===== config.mk =====
export PLATFORM = sky130hd
export DESIGN_NAME = id_issue_stage
export DESIGN_NICKNAME = d
export VERILOG_FILES = /design/src/rtl/alu_pkg.sv /design/src/rtl/id_regfile.sv /design/src/rtl/id_issue_stage.sv
export SDC_FILE = /design/constraint.sdc
export NUM_CORES = 1
export LEC_CHECK = 0
export ABC_AREA = 1
export CAP_MARGIN = 0
export CORE_ASPECT_RATIO = 0.6
export CORE_MARGIN = 3
export CORE_UTILIZATION = 59
export DETAILED_ROUTE_END_ITERATION = 6
export PLACE_DENSITY = 0.95
export REMOVE_ABC_BUFFERS = 1
export SYNTH_ARGS = -nofsm -noshare
export SYNTH_HDL_FRONTEND = slang
export SYNTH_HIERARCHICAL = 1
export SYNTH_SLANG_ARGS = --single-unit
export TNS_END_PERCENT = 20

===== constraint.sdc =====
create_clock -name clk -period 5 [get_ports clk]
set_input_delay 0.75 -clock clk [delete_from_list [all_inputs] [get_ports clk]]
set_output_delay 0.75 -clock clk [all_outputs]
set_load 0.01 [all_outputs]

===== src/rtl/alu_pkg.sv =====
// Shared definitions for the decode/issue stage and the EX-stage ALU.
// Holds the ALU opcode encoding, the bit positions of every field in the
// 16-bit instruction word, the register index width and a small helper
// that slices an instruction word into its fields.
package alu_pkg;

  localparam int REG_IDX_W = 2;
  localparam int NREG      = 4;

  // Instruction layout: op[15:12] rd[11:10] rs1[9:8] rs2[7:6], imm8 overlays [7:0]
  localparam int OP_LSB   = 12;
  localparam int OP_W     = 4;
  localparam int RD_LSB   = 10;
  localparam int RS1_LSB  = 8;
  localparam int RS2_LSB  = 6;
  localparam int IMM_LSB  = 0;
  localparam int IMM_W    = 8;
  localparam int IMM_FLAG = 15;

  typedef enum logic [3:0] {
    ALU_ADD = 4'd0,
    ALU_SUB = 4'd1,
    ALU_AND = 4'd2,
    ALU_OR  = 4'd3,
    ALU_XOR = 4'd4,
    ALU_SLT = 4'd5,
    ALU_SHL = 4'd6,
    ALU_SHR = 4'd7
  } alu_op_e;

  typedef logic [REG_IDX_W-1:0] reg_idx_t;

  typedef struct packed {
    logic [OP_W-1:0]  op;
    reg_idx_t         rd;
    reg_idx_t         rs1;
    reg_idx_t         rs2;
    logic [IMM_W-1:0] imm8;
  } instr_fields_t;

  function automatic instr_fields_t decodeFields(input logic [15:0] instr);
    instr_fields_t f;
    f.op   = instr[OP_LSB  +: OP_W];
    f.rd   = instr[RD_LSB  +: REG_IDX_W];
    f.rs1  = instr[RS1_LSB +: REG_IDX_W];
    f.rs2  = instr[RS2_LSB +: REG_IDX_W];
    f.imm8 = instr[IMM_LSB +: IMM_W];
    return f;
  endfunction

endpackage


===== src/rtl/id_regfile.sv =====
// Four-entry register file for the issue stage.
// Ports:
//   clk, rst_n        clock and synchronous active-low clear of all entries
//   we, waddr, wdata  single write port (driven by EX write-back)
//   raddr1/rdata1     asynchronous read port for rs1
//   raddr2/rdata2     asynchronous read port for rs2
// A write in the same cycle as a read of the same index is bypassed onto
// the read data, which is how the stage forwards write-back results.
module id_regfile
  import alu_pkg::*;
#(
  parameter int WIDTH = 8
) (
  input  logic             clk,
  input  logic             rst_n,
  input  logic             we,
  input  reg_idx_t         waddr,
  input  logic [WIDTH-1:0] wdata,
  input  reg_idx_t         raddr1,
  input  reg_idx_t         raddr2,
  output logic [WIDTH-1:0] rdata1,
  output logic [WIDTH-1:0] rdata2
);

  logic [WIDTH-1:0] regs_q [NREG];

  always_ff @(posedge clk) begin
    if (!rst_n) begin
      for (int i = 0; i < NREG; i++) regs_q[i] <= '0;
    end else if (we) begin
      regs_q[waddr] <= wdata;
    end
  end

  assign rdata1 = (we && (waddr == raddr1)) ? wdata : regs_q[raddr1];
  assign rdata2 = (we && (waddr == raddr2)) ? wdata : regs_q[raddr2];

endmodule


===== src/rtl/id_issue_stage.sv =====
// Decode/issue stage feeding the EX-stage ALU.
// Ports:
//   clk, rst_n                   clock, synchronous active-low reset
//   in_valid/in_ready/in_instr   instruction handshake from IF
//   out_valid/out_ready          registered issue packet handshake to EX
//   out_a/out_b/out_opcode/out_rd  ALU operands, opcode (4'b0xxx), destination
//   wb_valid/wb_rd/wb_data       EX write-back port
//   stall                        combinational hazard indicator
// A per-register pending bit (scoreboard) blocks RAW and WAW hazards; a
// write-back in the same cycle releases the hazard and is forwarded.
module id_issue_stage
  import alu_pkg::*;
#(
  parameter int WIDTH = 8
) (
  input  logic             clk,
  input  logic             rst_n,
  input  logic             in_valid,
  output logic             in_ready,
  input  logic [15:0]      in_instr,
  output logic             out_valid,
  input  logic             out_ready,
  output logic [WIDTH-1:0] out_a,
  output logic [WIDTH-1:0] out_b,
  output logic [3:0]       out_opcode,
  output logic [1:0]       out_rd,
  input  logic             wb_valid,
  input  logic [1:0]       wb_rd,
  input  logic [WIDTH-1:0] wb_data,
  output logic             stall
);

  instr_fields_t    fields;
  logic             immForm;
  logic [WIDTH-1:0] rdata1, rdata2, immExt;
  logic             rs1Ready, rs2Ready, rdFree, accept;

  logic [NREG-1:0]  pending_q, pending_d;
  logic             out_valid_q, out_valid_d;
  logic [WIDTH-1:0] out_a_q, out_a_d, out_b_q, out_b_d;
  logic [3:0]       out_opcode_q, out_opcode_d;
  reg_idx_t         out_rd_q, out_rd_d;

  assign fields  = decodeFields(in_instr);
  assign immForm = in_instr[IMM_FLAG];

  // Same-index write-back bypass in the register file doubles as operand forwarding
  id_regfile #(.WIDTH(WIDTH)) u_regfile (
    .clk    (clk),
    .rst_n  (rst_n),
    .we     (wb_valid),
    .waddr  (wb_rd),
    .wdata  (wb_data),
    .raddr1 (fields.rs1),
    .raddr2 (fields.rs2),
    .rdata1 (rdata1),
    .rdata2 (rdata2)
  );

  always_comb begin
    immExt = {WIDTH{fields.imm8[IMM_W-1]}};
    immExt[IMM_W-1:0] = fields.imm8;
  end

  // A pending register is usable when its result arrives this very cycle
  assign rs1Ready = !pending_q[fields.rs1] || (wb_valid && (wb_rd == fields.rs1));
  assign rs2Ready = !pending_q[fields.rs2] || (wb_valid && (wb_rd == fields.rs2));
  assign rdFree   = !pending_q[fields.rd]  || (wb_valid && (wb_rd == fields.rd));

  assign stall    = in_valid && (!rs1Ready || (!immForm && !rs2Ready) || !rdFree);
  assign in_ready = (!out_valid_q || out_ready) && !stall;
  assign accept   = in_valid && in_ready;

  always_comb begin
    pending_d    = pending_q;
    out_valid_d  = out_valid_q;
    out_a_d      = out_a_q;
    out_b_d      = out_b_q;
    out_opcode_d = out_opcode_q;
    out_rd_d     = out_rd_q;

    // Clear before set so an accept targeting the written-back register keeps it pending
    if (wb_valid) pending_d[wb_rd] = 1'b0;

    if (accept) begin
      pending_d[fields.rd] = 1'b1;
      out_valid_d  = 1'b1;
      out_a_d      = rdata1;
      out_b_d      = immForm ? immExt : rdata2;
      out_opcode_d = {1'b0, fields.op[2:0]};
      out_rd_d     = fields.rd;
    end else if (out_ready) begin
      out_valid_d  = 1'b0;
    end
  end

  always_ff @(posedge clk) begin
    if (!rst_n) begin
      pending_q    <= '0;
      out_valid_q  <= 1'b0;
      out_a_q      <= '0;
      out_b_q      <= '0;
      out_opcode_q <= '0;
      out_rd_q     <= '0;
    end else begin
      pending_q    <= pending_d;
      out_valid_q  <= out_valid_d;
      out_a_q      <= out_a_d;
      out_b_q      <= out_b_d;
      out_opcode_q <= out_opcode_d;
      out_rd_q     <= out_rd_d;
    end
  end

  assign out_valid  = out_valid_q;
  assign out_a      = out_a_q;
  assign out_b      = out_b_q;
  assign out_opcode = out_opcode_q;
  assign out_rd     = out_rd_q;

endmodule

# After elaboration in Yosys (flattened, before gate mapping)
# Memories as Yosys holds them, arrays and structs flattened. A register that Yosys moved wholly into a read port is not among the register bits.
# Index checks and enable logic that the tools add are counted.
# word_totals
reg_bits	18
ramBits	32
in_bits	31
n_memories	1
# memory_table
memory	words	word_bits	rd	rd_ports_with_merged_regs	write_ports	line	source
u_regfile.regs_q	4	8	2	1	4	id_regfile.sv:25	logic [WIDTH-1:0] regs_q [NREG];
# op_classes
order_cmp	6
n_eq_ne	3
muxes	23
bitwise	3
reduce_logical	27
# ops
operator	count
8-bit 2-to-1 mux	3
2-bit by 3-bit less-than comparator with 1-bit output, second input constant	4
1-bit 2-to-1 mux	12
1-bit logical NOT	10
1-bit logical AND	9
4-bit 2-to-1 mux	2
8-bit OR reduction	1
1-bit binary-select mux with 2-bit select	3
2-bit equality test	3
1-bit logical OR	6
4-bit AND	1
1-bit demux with 2-bit select	2
2-bit by 1-bit >= comparator with 1-bit output, second input constant	2
4-bit NOT	1
4-bit bitwise OR	1
2-bit 2-to-1 mux	1
2-bit nonzero test	1

# Depth between registers and ports, before layout
# Gate-level depths: netlist (run 1).
# depth
ltp_word	13
depth_mapped	14
ltp_nobuf	12

# Modules after synthesis
# Netlist (run 1), hierarchy kept.
# modules_own_cells
module	n_inst	cells_per_inst	area_each_um2	seq_area_each_um2
id_regfile	1	310	2173.3	960.9
id_issue_stage	1	248	1457.6	520.5

# Least setup slack after synthesis (run 1)
# Ideal clock, no wire load.
# synth_path
path_kind	input to output
start	input port wb_rd[0]
end	output port in_ready
arrival_time_ps	1696
path_slack_ps	2554
cell_stages	8
path_cell_list	clkbuf_2 -> a21oi_1 -> nand3_1 -> nand2_1 -> nand2_1 -> nor2_4 -> nor2_1 -> a21oi_1
# synth_between
elab_chain_len	10
word_cells_on_any_way	18
# synth_lines
item	line	source
start, declared	id_issue_stage.sv:28	input logic [1:0] wb_rd,
2-bit equality test	id_issue_stage.sv:67	assign rs2Ready = !pending_q[fields.rs2] || (wb_valid && (wb_rd == fields.rs2));
1-bit logical AND	id_issue_stage.sv:67	
1-bit logical OR	id_issue_stage.sv:67	
1-bit logical NOT	id_issue_stage.sv:70	assign stall = in_valid && (!rs1Ready || (!immForm && !rs2Ready) || !rdFree);
1-bit logical AND	id_issue_stage.sv:70	
1-bit logical OR	id_issue_stage.sv:70	
1-bit logical OR *	id_issue_stage.sv:70	
1-bit logical AND *	id_issue_stage.sv:70	
named net stall	id_issue_stage.sv:30	output logic stall
1-bit logical NOT *	id_issue_stage.sv:71	assign in_ready = (!out_valid_q || out_ready) && !stall;
1-bit logical AND *	id_issue_stage.sv:71	
end, declared	id_issue_stage.sv:19	output logic in_ready,
# The timed path passes the listed nets; every way through them passes the cells marked *.

# Final worst setup path (run 1)
# layout_path
start	input port in_instr[9]
end	output port in_ready
# layout_between
elab_chain_len	10
word_cells_on_any_way	12
# layout_lines
item	line	source
start, declared	id_issue_stage.sv:20	input logic [15:0] in_instr,
1-bit binary-select mux with 2-bit select	id_issue_stage.sv:66	assign rs1Ready = !pending_q[fields.rs1] || (wb_valid && (wb_rd == fields.rs1));
1-bit 2-to-1 mux (not written as such)	id_issue_stage.sv:66	
1-bit logical NOT	id_issue_stage.sv:66	
1-bit logical OR *	id_issue_stage.sv:66	
1-bit logical NOT *	id_issue_stage.sv:70	
1-bit logical OR * (2 in series)	id_issue_stage.sv:70	
1-bit logical AND *	id_issue_stage.sv:70	
1-bit logical NOT *	id_issue_stage.sv:71	
1-bit logical AND *	id_issue_stage.sv:71	
# Mark *: on every way between the ends. The rest lies on a longest branch, timed or not. The select of a mux whose other input is x is not followed.

==> out/metrics.csv, run 1 <==
metric,value,unit
drtIter0Drc,456,
die_h,66.8,µm
relSlewSlack,12.5,%
cp.required,4.25,ns
ios,56,
vias,3747,
hold_violations,0,
powerDensity,296,nW/µm²
report.power.total,1.29,mW
finalSetupViolations,0,
die_x,107,µm
ctsHoldBuffers,0,
core_area,5750,µm²
cts_root_buf,clkbuf_8,
avgViaCountPerCell,5.41,
tightest_slew,1.30,ns
ys_warn_count,6,
ys_ff_latch,58,
initial_core_util,63.1,%
drive_gt1_share,6.20,%
post_cts_buffers,0,
crit_type,in2out,
cts.htree.levels,3,
area_growth,19.8,%
cts.repair.resized,0,
dieArea,7160,µm²
grt_overflow,0,
slew_violations,0,
fmax,271,MHz
io_buffers,54,
period_minus_slack,3.69,ns
cts_tree,built,
fin_setup_tns,0,ns
grt_max_degree,44,
synth_area,3630,µm²
drc_errors,0,
cp.arrival,2.94,ns
synthCells,558,
layout_commonest_cell,nand2_1,
ant_nets,0,
start_kind,input port,
wl_per_cell,14.5,µm
track_usage,30.3,%
skew,0.00754,ns
vdd_ir_drop_max,0.000222,V
netlist-cell-type-count,29,
nets,639,
antenna_found_initial,0,
grt_pass1_wl,16.4,mm
wl,10.0,mm
clkTransAtPathRegs,0.06,ns
diodes,0,
nFillCells,454,
cp_max_fo,14,
leakagePower,2.20,nW
syn_area_per_cell,6.51,µm²
status,finished clean,
gp_congestion,0.975,
pre_cts_ws,1.33,ns
layout_setup_ws,1.31,ns
yosysSeqAreaShare,40.8,%
cts_sinks,58,
finalCritPeriodShare,73.8,%
final_cell_mix,"nand2_1, inv_1, nor2_1",
place_hpwl,7.19,mm
cts_buffers,9,
clockBufferDepth,2,
clk_latency,0.35,ns
critPathCaptureType,output pin,
maxCapViolations,0,
rsz0062_at_grt,false,
dr.pass1.iters,6,
first_global_vias,3340,
holdCritPathClass,reg2reg,
rows,21,
-- per-stage QoR --
step | instance area [µm²] | utilization (%) | hold slack, ns | instances
CTS | 4350 | 75.6 | 0.516 | 693
global route | 4350 | 75.6 | 0.534 | 693
global placement | 4170 | 72.4 | 0.495 | 677
detailed placement | 4170 | 72.4 | 0.504 | 677
floorplan | 3500 | - | 0.474 | 539
finish | 4350 | 75.6 | 0.514 | 693
-- cells by family (layout without fill, tap and decap cells) --
logic type / after synthesis / in the layout / share of synthesized area, %
compound gates: 16 / 16 / 2.34
buf+inv: 106 / 161 / 12.9
simple gates: 375 / 375 / 43.3
xor+xnor: 2 / 2 / 0.483
flops: 58 / 58 / 40.8
other cells: 1 / 1 / 0.103
-- report_power, final --
part | internal (mW) | switching, mW
sequential | 0.546 | 0.0180
clock | 0.226 | 0.190
combinational | 0.121 | 0.189
total | 0.893 | 0.397
-- registers in the layout (all words and copies together) (netlist names) --
| register | flops |
|---|---|
| out_opcode | 3 |
| out_b | 8 |
| out_a | 8 |
| out_valid | 1 |
| pending_q | 4 |
| u_regfile/regs_q | 32 |
| out_rd | 2 |
-- layer usage --
layer	vias up	GRT usage, %	wire length (µm)	share of wire [%]
li1	1804	-	-	-
met1	1657	41.1	4150	41
met2	242	43.7	4140	41
met3	42	11.8	1410	14
met4	2	9.89	254	2.5
met5	-	7.14	60	0.60
-- final cells by class --
class / instances / area, µm² / share of cell area [%]
multi-input cells: 394 / 1680 / 38.6
flip-flops and latches: 58 / 1480 / 34.0
repair buffers: 58 / 571 / 13.1
inverters: 87 / 334 / 7.68
clock buffers: 10 / 128 / 2.93
well taps: 80 / 100 / 2.30
clock inverters: 6 / 57.6 / 1.32
-- critical path, cell delays in order --
cell	delay, ns
clkdlybuf4s50_1	0.85
nand2_1	0.10
nand2_1	0.10
nand3_1	0.08
nand2_1	0.07
nand2_1	0.08
nor2_4	0.18
nor2_1	0.08
a21oi_1	0.11
clkdlybuf4s50_1	0.54
-- Yosys cell counts --
library cell	instances	area (µm²)
nor3_1	8	40.0
nor2_2	2	12.5
clkbuf_2	1	5.00
nor2_1	75	282
inv_2	4	15.0
buf_2	8	40.0
xor2_1	1	8.76
nand3_1	54	270
o21ai_0	5	25.0
xnor2_1	1	8.76
a21oi_1	9	45.0
clkinv_1	1	3.75
nand3b_1	2	15.0
conb_1	1	3.75
dfxtp_1	26	521
nand2_2	4	25.0
inv_1	80	300
nand4_1	4	25.0
buf_6	4	45.0
inv_6	1	8.76
nor2_4	2	22.5
edfxtp_1	32	961
inv_4	1	6.26
nand2_1	219	822
o31ai_1	2	15.0
nand3_2	2	20.0
nand2_4	2	22.5
buf_4	6	45.0
nand3_4	1	17.5
-- worst paths after layout --
kind / startpoint / end / slack (ns) / depth (start not counted)
max: in_instr[9] / in_ready / 1.31 / 10
min: out_a[1]$_SDFFE_PN0P_ / out_a[1]$_SDFFE_PN0P_ / 0.51 / 4
max reg2reg: pending_q[1]$_SDFF_PN0_ / out_b[4]$_SDFFE_PN0P_ / 3.23 / 10
min reg2reg: out_a[1]$_SDFFE_PN0P_ / out_a[1]$_SDFFE_PN0P_ / 0.51 / 4
No activity file was read; power rests on OpenSTA's default activity.
==> run 2, diff against run 1 <==
--- a/config.mk
+++ b/config.mk
@@ -9,9 +9,9 @@
 export CAP_MARGIN = 0
 export CORE_ASPECT_RATIO = 0.6
 export CORE_MARGIN = 3
-export CORE_UTILIZATION = 59
+export CORE_UTILIZATION = 54
 export DETAILED_ROUTE_END_ITERATION = 6
-export PLACE_DENSITY = 0.95
+export PLACE_DENSITY = 0.89
 export REMOVE_ABC_BUFFERS = 1
 export SYNTH_ARGS = -nofsm -noshare
 export SYNTH_HDL_FRONTEND = slang
==> constraint.sdc (replaced) <==
create_clock -name clk -period 3.58 [get_ports clk]
set_input_delay 0.537 -clock clk [delete_from_list [all_inputs] [get_ports clk]]
set_output_delay 0.537 -clock clk [all_outputs]
set_load 0.01 [all_outputs]
==> run 2 against run 1 <==
Against the previous run:
- the flow now finishes with violations (DRC)
- sequential power rose by 40%
- clock power is 53% higher
- total power grew 44%
- critical path depth unchanged
- first-iteration DRC count is 11% higher
- via count is 0.85% lower
- cell count is 1.2% higher
- routed wire length increased by 1.1%
- die area rose by 8.6%
- largest power group unchanged
==> out/metrics.csv, run 2 (synthesized netlist as in run 1, its figures left out) <==
metric,value,unit,change
area_growth,21.7,%,
cts.repair.resized,0,,unchanged
initial_core_util,57.6,%,-5.5 points
finalSetupViolations,0,,unchanged
rsz0062_at_grt,false,,
r2r_slack,1.85,ns,-1.38 ns
failed_checks,DRC,,
rows,22,,+4.8%
wl_per_cell,14.4,µm,about the same
post_cts_buffers,0,,unchanged
relSlewSlack,62.6,%,+50 points
period_minus_slack,3.22,ns,
finalCritPeriodShare,89.9,%,
cts_tree,built,,
first_global_vias,3615,,+8.2%
track_usage,26.9,%,-3.4 points
die_x,112,µm,+4.3%
ctsHoldBuffers,0,,unchanged
largest_register_ff_count,32,,unchanged
fin_setup_tns,0,ns,unchanged
grt_pass1_wl,16.8,mm,+2.5%
nets,643,,+0.63%
die_h,69.5,µm,+4.1%
critPathCaptureType,output pin,,
drc_errors,13,,+13
largest_register,u_regfile/regs_q,,
vdd_ir_drop_max,0.000308,V,+39%
gp_congestion,0.916,,-6.0%
cp_cell_sequence,clkdlybuf4s50_1 > inv_1 > a21oi_1 > nand3_1 > nand2_1 > nand2_1 > nor2_4 > nor2_1 > a21oi_1 > clkdlybuf4s50_1,,
r2r_end,out_a[7]$_SDFFE_PN0P_,,
status,"complete, but fails checks",,
fmax,311,MHz,
vias,3715,,-0.85%
wl,10.1,mm,+1.1%
clockBufferDepth,2,,unchanged
ff2ff_path_depth,10,,unchanged
leakagePower,2.23,nW,+1.6%
placed_cell_area,4200,µm²,+0.84%
crit_type,in2out,,
tightest_slew,0.561,ns,-0.738 ns
core_area,6300,µm²,+9.5%
dr.pass1.iters,7,,+1
cpPeakStageDelay,0.66,ns,-0.19 ns
cts_sinks,58,,unchanged
layout_commonest_cell,nand2_1,,
fin_hold_ws,0.512,ns,-0.00203 ns
cts_root_buf,clkbuf_8,,
drive_gt1_share,6.81,%,+0.61 points
holdCritPathClass,reg2reg,,
clkTransAtPathRegs,0.07,ns,about the same
place_hpwl,7.48,mm,+4.1%
antenna_found_initial,0,,unchanged
cp.arrival,2.68,ns,-0.26 ns
skew,0.00806,ns,+0.000525 ns
io_buffers,54,,unchanged
final_area,4420,µm²,+1.6%
cp_max_fo,9,,-5
crit_slowest_cell,clkdlybuf4s50_1,,
avgViaCountPerCell,5.30,,-2.0%
final_cell_mix,"nand2_1, inv_1, nor2_1",,
cp-endpoint,in_ready,,
report.power.total,1.86,mW,+44%
cp.required,3.04,ns,-1.21 ns
dieArea,7780,µm²,+8.6%
powerDensity,421,nW/µm²,+42%
utilization,70.1,%,-5.5 points
grt_overflow,0,,unchanged
cts_buffers,9,,unchanged
maxCapViolations,0,,unchanged
ios,56,,unchanged
slew_violations,0,,unchanged
ant_nets,0,,unchanged
hold_violations,0,,unchanged
drtIter0Drc,505,,+11%
critPathLaunch,wb_valid,,
regToRegStartpoint,pending_q[1]$_SDFF_PN0_,,
nFillCells,531,,+17%
grt_max_degree,44,,unchanged
cts.htree.levels,3,,unchanged
clk_latency,0.34,ns,about the same
diodes,0,,unchanged
start_kind,input port,,
-- run 2: changes by cell type in the layout (fill, tap and decap cells not counted) --
| cell | delta |
|---|---|
| buf_4 | +4 |
| bufinv_16 | -1 |
| clkbuf_16 | +2 |
| clkbuf_8 | +2 |
| clkinv_2 | -3 |
| clkinv_4 | +1 |
| clkinvlp_4 | -1 |
-- run 2: worst min path at each step --
stage                               start                         end  slack, ns  cells past startpoint
2_1_floorplan     pending_q[2]$_SDFF_PN0_     pending_q[2]$_SDFF_PN0_       0.47                      2
3_3_place_gp   out_opcode[1]$_SDFFE_PN0P_  out_opcode[1]$_SDFFE_PN0P_       0.49                      4
3_5_place_dp        out_a[4]$_SDFFE_PN0P_       out_a[4]$_SDFFE_PN0P_       0.50                      4
4_1_cts        out_opcode[0]$_SDFFE_PN0P_  out_opcode[0]$_SDFFE_PN0P_       0.52                      4
5_1_grt            out_rd[0]$_SDFFE_PN0P_      out_rd[0]$_SDFFE_PN0P_       0.54                      4
6_report       out_opcode[0]$_SDFFE_PN0P_  out_opcode[0]$_SDFFE_PN0P_       0.51                      4
-- run 2: area by class of cell --
cell class                      count  area (µm²)  area share (%)
Clock buffer                       14         205            4.64
Clock inverter                      2        13.8           0.311
Inverter                           87         334            7.56
Multi-Input combinational cell    394        1680            38.0
Sequential cell                    58        1480            33.5
Tap cell                           84         105            2.38
Timing Repair Buffer               62         601            13.6
-- run 2: critical path: cells and delay by family --
kind / cells / cell delay, ns
simple gates: 5 / 0.53
compound gates: 2 / 0.29
buf+inv: 3 / 1.32
-- run 2: routing by layer --
layer,GRT usage [%],share of wire (%)
met1,36.8,43
met5,0,0
met2,40.8,43
met4,5.94,1.0
met3,10.3,13
-- run 2: where the power goes --
group	total (mW)	internal [mW]	switching, mW
Clock	0.637	0.374	0.263
Combinational	0.435	0.173	0.263
Sequential	0.788	0.762	0.0258
-- run 2: metrics by stage --
step | setup WS, ns | cells
after global routing | 0.146 | 701
after CTS | 0.382 | 701
final | 0.361 | 701
after floorplan | 1.64 | 539
after detailed placement | 0.405 | 685
after global placement | 0.504 | 685
==> run 3, diff against run 2 <==
--- a/config.mk
+++ b/config.mk
@@ -13,6 +13,7 @@
 export DETAILED_ROUTE_END_ITERATION = 6
 export PLACE_DENSITY = 0.89
 export REMOVE_ABC_BUFFERS = 1
+export SLEW_MARGIN = 20
 export SYNTH_ARGS = -nofsm -noshare
 export SYNTH_HDL_FRONTEND = slang
 export SYNTH_HIERARCHICAL = 1
==> results of run 3 <==
The final DEF is identical to that of run 2; final timing and power are the same.
